**src/rtl/pe_result_merger.sv**
```systemverilog
// pe_result_merger: merges results from two processing elements into one
// downstream stream. Each PE feeds a one-entry holding buffer; a single
// output register presents one result at a time, with round-robin
// arbitration when both buffers hold data.
module pe_result_merger #(
    parameter int unsigned DATA_WIDTH = 16
) (
    input  logic                  clock,
    input  logic                  reset,
    input  logic                  io_pe0_valid,
    output logic                  io_pe0_ready,
    input  logic [DATA_WIDTH-1:0] io_pe0_data,
    input  logic                  io_pe1_valid,
    output logic                  io_pe1_ready,
    input  logic [DATA_WIDTH-1:0] io_pe1_data,
    output logic                  io_out_valid,
    input  logic                  io_out_ready,
    output logic [DATA_WIDTH-1:0] io_out_data,
    output logic                  io_out_src,
    output logic [15:0]           io_count
);

    localparam int unsigned CNT_W = 16;

    logic                  r_full0;
    logic                  r_full1;
    logic [DATA_WIDTH-1:0] r_buf0;
    logic [DATA_WIDTH-1:0] r_buf1;
    logic                  r_out_valid;
    logic [DATA_WIDTH-1:0] r_out_data;
    logic                  r_out_src;
    logic                  r_last_grant;
    logic [CNT_W-1:0]      r_count;

    logic w_free;
    logic w_move;
    logic w_grant;
    logic w_load0;
    logic w_load1;
    logic w_done;

    // Handshake decode and round-robin grant selection
    always_comb begin
        w_free  = ~r_out_valid | io_out_ready;
        w_move  = w_free & (r_full0 | r_full1);
        w_load0 = io_pe0_valid & ~r_full0;
        w_load1 = io_pe1_valid & ~r_full1;
        w_done  = r_out_valid & io_out_ready;
        if (r_full0 && r_full1) begin
            w_grant = ~r_last_grant;
        end else begin
            w_grant = r_full1;
        end
    end

    // PE0 holding buffer: load only while empty, drain only while full
    always_ff @(posedge clock or posedge reset) begin
        if (reset) begin
            r_full0 <= 1'b0;
            r_buf0  <= '0;
        end else if (w_load0) begin
            r_full0 <= 1'b1;
            r_buf0  <= io_pe0_data;
        end else if (w_move && !w_grant) begin
            r_full0 <= 1'b0;
        end
    end

    // PE1 holding buffer: load only while empty, drain only while full
    always_ff @(posedge clock or posedge reset) begin
        if (reset) begin
            r_full1 <= 1'b0;
            r_buf1  <= '0;
        end else if (w_load1) begin
            r_full1 <= 1'b1;
            r_buf1  <= io_pe1_data;
        end else if (w_move && w_grant) begin
            r_full1 <= 1'b0;
        end
    end

    // Output register; data and source hold while stalled or idle
    always_ff @(posedge clock or posedge reset) begin
        if (reset) begin
            r_out_valid  <= 1'b0;
            r_out_data   <= '0;
            r_out_src    <= 1'b0;
            r_last_grant <= 1'b1;
        end else if (w_move) begin
            r_out_valid  <= 1'b1;
            r_out_data   <= w_grant ? r_buf1 : r_buf0;
            r_out_src    <= w_grant;
            r_last_grant <= w_grant;
        end else if (w_free) begin
            r_out_valid  <= 1'b0;
        end
    end

    // Completed-transfer counter, wraps naturally at 2^16
    always_ff @(posedge clock or posedge reset) begin
        if (reset) begin
            r_count <= '0;
        end else if (w_done) begin
            r_count <= r_count + CNT_W'(1);
        end
    end

    assign io_pe0_ready = ~r_full0;
    assign io_pe1_ready = ~r_full1;
    assign io_out_valid = r_out_valid;
    assign io_out_data  = r_out_data;
    assign io_out_src   = r_out_src;
    assign io_count     = r_count;

endmodule

```
**config.mk**
```make
export PLATFORM = sky130hd
export DESIGN_NAME = pe_result_merger
export DESIGN_NICKNAME = d
export VERILOG_FILES = /design/src/rtl/pe_result_merger.sv
export SDC_FILE = /design/constraint.sdc
export NUM_CORES = 1
export LEC_CHECK = 0
export BUFFER_PORTS_ARGS = -buffer_cell sky130_fd_sc_hd__buf_2
export CAP_MARGIN = 20
export CORE_ASPECT_RATIO = 1.4
export CORE_MARGIN = 2
export CORE_UTILIZATION = 30
export DETAILED_ROUTE_END_ITERATION = 8
export HOLD_SLACK_MARGIN = 0.05
export SLEW_MARGIN = 20
export SYNTH_ARGS = -nofsm -noshare
export SYNTH_HDL_FRONTEND = slang
export SYNTH_SLANG_ARGS = --single-unit
```
**constraint.sdc**
```tcl
create_clock -name clock -period 2.1 [get_ports clock]
set_input_delay 0.315 -clock clock [delete_from_list [all_inputs] [get_ports clock]]
set_output_delay 0.315 -clock clock [all_outputs]
set_load 0.005 [all_outputs]
```
=== Yosys cells after proc, flatten, opt, wreduce, memory -nomap -nowiden ===
Cells that the tools add are included.

* Mux-type cells: 8
* Reductions and logical operators: 7
* Bitwise logic cells: 10
* $add $sub $neg: 1

{| class="wikitable"
|+ Operator list
! cell !! count
|-
| adder 16 x 1 -> 16 bit, second input constant || 1
|-
| 2-to-1 mux 16 bit || 1
|-
| 2-to-1 mux 1 bit || 7
|-
| nonzero test 2 bit || 3
|-
| AND 1 bit || 4
|-
| NOT 1 bit || 4
|-
| logical AND 1 bit || 3
|-
| OR 1 bit || 2
|-
| logical NOT 1 bit || 1
|}

* Word-level logic and storage cells: 35
* Flip-flop bits (word level): 69
* Output and inout bits: 36
* Input port bits: 37

=== Depth between registers and ports, before layout ===
* Depth in word-level cells: 6
* Depth in mapped cells: 6
* Gate-level depth less buffers: 5

=== Worst setup path after synthesis ===
No wires, ideal clock.

* Kind: reg2reg
* Start point: register r_last_grant
* End point: register r_out_data[0], in the netlist io_out_data[0]
* Required time: 1973 ps
* Setup time: 127 ps
* Period minus slack after synthesis: 1414 ps
* Slack: 686 ps
* Arrival time: 1287 ps
* Buffers on the path: 2
* Stages on the path, launching flop included: 7
* Cell sequence: dfstp_2 -> nand2_1 -> and3_4 -> buf_6 -> buf_8 -> a222oi_1 -> inv_1

* Word-level cells in the longest chain between the ends: 3

{| class="wikitable"
|+ RTL lines
! item !! RTL line !! source
|-
| from (decl) || 32 || <nowiki>logic r_last_grant;</nowiki>
|-
| from (signal assigned) || 93 || <nowiki>r_last_grant <= w_grant;</nowiki>
|-
| NOT 1 bit || 50 || <nowiki>w_grant = ~r_last_grant;</nowiki>
|-
| 2-to-1 mux 1 bit || 49 || <nowiki>if (r_full0 && r_full1) begin</nowiki>
|-
| 2-to-1 mux 16 bit || 91 || <nowiki>r_out_data <= w_grant ? r_buf1 : r_buf0;</nowiki>
|-
| to (signal assigned) || 91 ||
|-
| to (decl) || 30 || <nowiki>logic [DATA_WIDTH-1:0] r_out_data;</nowiki>
|}

No other way between the ends.
A chain may end at the register's enable or synchronous reset.

=== Final worst setup path ===
* Start point: register r_full0
* End point: register r_out_data[3], in the netlist io_out_data[3]

* Word-level cells in the longest chain between the ends: 3
* Elaborated cells between the ends (all ways): 5
* Those cells by class: 2 x mux; 2 x bitwise; 1 x reduce/logical

{| class="wikitable"
|+ RTL lines
! item !! RTL line !! source
|-
| from (decl) || 25 || <nowiki>logic r_full0;</nowiki>
|-
| from (signal assigned) || 59 || <nowiki>r_full0 <= 1'b0;</nowiki>
|-
| from (signal assigned) || 62 || <nowiki>r_full0 <= 1'b1;</nowiki>
|-
| from (signal assigned) || 65 || <nowiki>r_full0 <= 1'b0;</nowiki>
|-
| logical AND 1 bit || 49 ||
|-
| 2-to-1 mux 1 bit || 49 ||
|-
| 2-to-1 mux 16 bit || 91 ||
|}

Parallel ways exist; a longest one is shown, timed or not.

==> impl_metrics.tcl <==
set metrics [dict create \
    status "complete, no violations" \
    dr_total_vias 1899 \
    vdd_drop_max_mv 0.529 \
    critical_path_required_ps 2360 \
    synth_cell_type_count 27 \
    ff2ff_setup_slack_ps 550 \
    cts_hold_buf 1 \
    nNetsFinal 319 \
    ys_seq_area_frac 0.624 \
    drtPass1Iterations 4 \
    cts.htree.levels 3 \
    io_buffers 72 \
    grt_pass1_wl_um 10100 \
    antenna_left 0 \
    met3_usage 0.0456 \
    max_freq_mhz 647 \
    clock_sinks 69 \
    gp_congestion 0.728 \
    antenna_found_initial 0 \
    fillers 866 \
    hp-start "io_pe1_data[9]" \
    path_max_fanout 18 \
    rows 41 \
    rsz0062_at_grt "no" \
    cts.repair.resized 0 \
    cts_made_buffers 9 \
    setup_violations 0 \
    crit_type "reg -> reg" \
    grt.met2_usage 0.223 \
    setup-tns-final_ps 0 \
    switchingPower_mw 1.57 \
    holdCritPathClass "in -> reg" \
    fp.coreArea_sq_um 8980 \
    cpPeakStageDelay_ps 700 \
    whs_endpoint "r_buf1[9]" \
    clock_skew_ps 5.18 \
    timing.rr.end "io_out_data[3]" \
    synth_top_area_cell "dfrtp_1" \
    cts_tree "done" \
    finalCriticalPeriod_ps 1550 \
    grt_start_max_net_pins 27 \
    initial_core_util 0.308 \
    multiInputGateArea_sq_um 908 \
    dp.cells 376 \
    yosys.area_share.simple 0.0646 \
    clk_path_buf_depth 2 \
    synth.top_cells.by_area "dfrtp_1 61%, mux2_2 13%, a222oi_1 5.8%" \
    finalHoldViolations 0 \
    hold_depth 2 \
    maxCapViolations 0 \
    yosysWarningCount 0 \
    synthAdderAreaFrac 0.00452 \
    ys_seq_elements 69 \
    syn_area_sq_um 2770 \
    syn_to_final_growth_pct 28.3 \
    met1_usage 0.149 \
    seqPwrFrac 0.444 \
    ys_async_sr_fraction 1.00 \
    antenna_cells 0 \
    path_clk_slew_ps 50 \
    rr_worst_depth 3 \
    p_leak_nw 1.77 \
    switching_share 0.303 \
    tightest_slew_ps 862 \
    critical_path_arrival_ps 1810 \
    layout_common_cells "72 x buf_2, 68 x dfrtp_1, 33 x mux2_2, 19 x inv_1, 16 x a222oi_1" \
    synth_edf_count 0 \
    cts-root-buf "clkbuf_16" \
    drt_iter0_drc 173 \
    seq_area_sq_um 1730 \
    synth_area_per_cell_sq_um 14.0 \
    power.clock.fraction 0.271 \
    grt_pass1_vias 2000 \
    power_density_nw_per_um2 1460 \
    drive_above_1_share 0.472 \
    crit_path_end_kind "flop" \
    power.total_mw 5.20 \
    start_kind "flop" \
    synth_top_area_frac 0.615 \
    final-instance-count-excl-fill 393 \
    crit_slowest_cell "o21ai_2" \
    die_w_um 85.2 \
    combPwrFrac 0.285 \
    overflow 0 \
    synth_fp_nets 236 \
    io_pins 73 \
    fp.dieH_um 118 \
    slew_headroom 0.425 \
    cts_setup_buffers 0 \
    routedWlPerCell_um 15.7 \
    routed_wl_um 6170 \
    die_area_sq_um 10000 \
    syn_inst 198 \
    vias_per_cell 4.83 \
    p_int_mw 3.63 \
    worstPathCellList "o21ai_2 -> a222oi_1 -> inv_1" \
    finalMaxSlewViolations 0 \
    final_common_cell "buf_2" \
    post-route-period-util 0.737 \
    grt_usage 0.132 \
    synth_top_family_by_area "multiplexers" \
    drc 0 \
    synthXorXnorAreaFrac 0.0475 \
    postLayoutCoreUtil 0.396 \
    muxShareOfSynthArea 0.134 \
    dpl.hpwl_um 4410 \
    ys.flop_type "dfrtp_1" \
    reg2reg_from "r_full0" \
    synth_compound_area_frac 0.0755 \
    clk_latency_ps 330 \
    top_usage_layer "met2" \
]
-- cells by family after synthesis --
kind of cell,count (synthesis)
simple gates,30
compound gates,22
buf+inv,28
xor+xnor,15
flops,69
mux,33
fa+ha+maj,1
-- how the worst max path moves through the flow --
stage	from	to	cells after the start
global route	r_full0	io_out_data[14]	3
CTS	r_full0	io_out_data[7]	3
global placement	r_full0	io_out_data[9]	3
floorplan	reset	io_count[0]	1
detailed placement	r_full0	io_out_data[7]	3
finish	r_full0	io_out_data[3]	3
-- flip-flops by register name (all words and copies together) (netlist names) --
| signal | count |
|---|---|
| io_out_data | 16 |
| r_buf1 | 16 |
| io_out_src | 1 |
| r_full0 | 1 |
| r_last_grant | 1 |
| r_full1 | 1 |
| io_out_valid | 1 |
| r_buf0 | 16 |
| io_count | 16 |
-- routing by layer --
layer,routed length [um],vias to the layer above
met1,2430,968
met2,3280,50
li1,-,871
met3,325,10
met4,131,0
met5,0,-
-- cells in the mapped netlist, types with 2 or more instances --
library cell  number
xnor2_1            9
inv_1             20
buf_6              2
o21bai_1           2
buf_2              4
a21o_1             2
nor2_1             6
a222oi_1          16
nor2b_1            2
nand3_1            7
xor2_1             6
dfrtp_1           68
nand2_1            5
nand4_1            4
mux2_2            33
-- stage by stage --
step | worst slack [ps] | hold WS, ps | cell area [sq um]
after global placement | 581 | 256 | 3260
after global routing | 380 | 207 | 3550
after floorplan | 46.8 | 455 | 2770
after detailed placement | 541 | 260 | 3260
after CTS | 529 | 207 | 3550
final | 553 | 216 | 3550
-- power groups by stage --
stage | logic (mW) | clock network, mW | registers (mW)
floorplan | 1.04 | 0 | 2.25
global placement | 1.47 | 0 | 2.32
detailed placement | 1.52 | 0 | 2.34
CTS | 1.52 | 1.44 | 2.32
global route | 1.67 | 1.51 | 2.39
finish | 1.48 | 1.41 | 2.31
-- final cells by class --
cell class / count / area share
clock buffers: 15 / 0.0782
clock inverters: 1 / 0.00141
inverters: 20 / 0.0211
multi-input cells: 101 / 0.256
flip-flops and latches: 69 / 0.487
well taps: 107 / 0.0377
repair buffers: 80 / 0.119
-- critical path, delay by kind of cell (launching register included) --
kind / cells / cell delay [ps]
buffers and inverters: 1 / 90
flip-flops: 1 / 430
AO/OA/AOI/OAI: 2 / 970
Power figures use the tool's default switching activity.
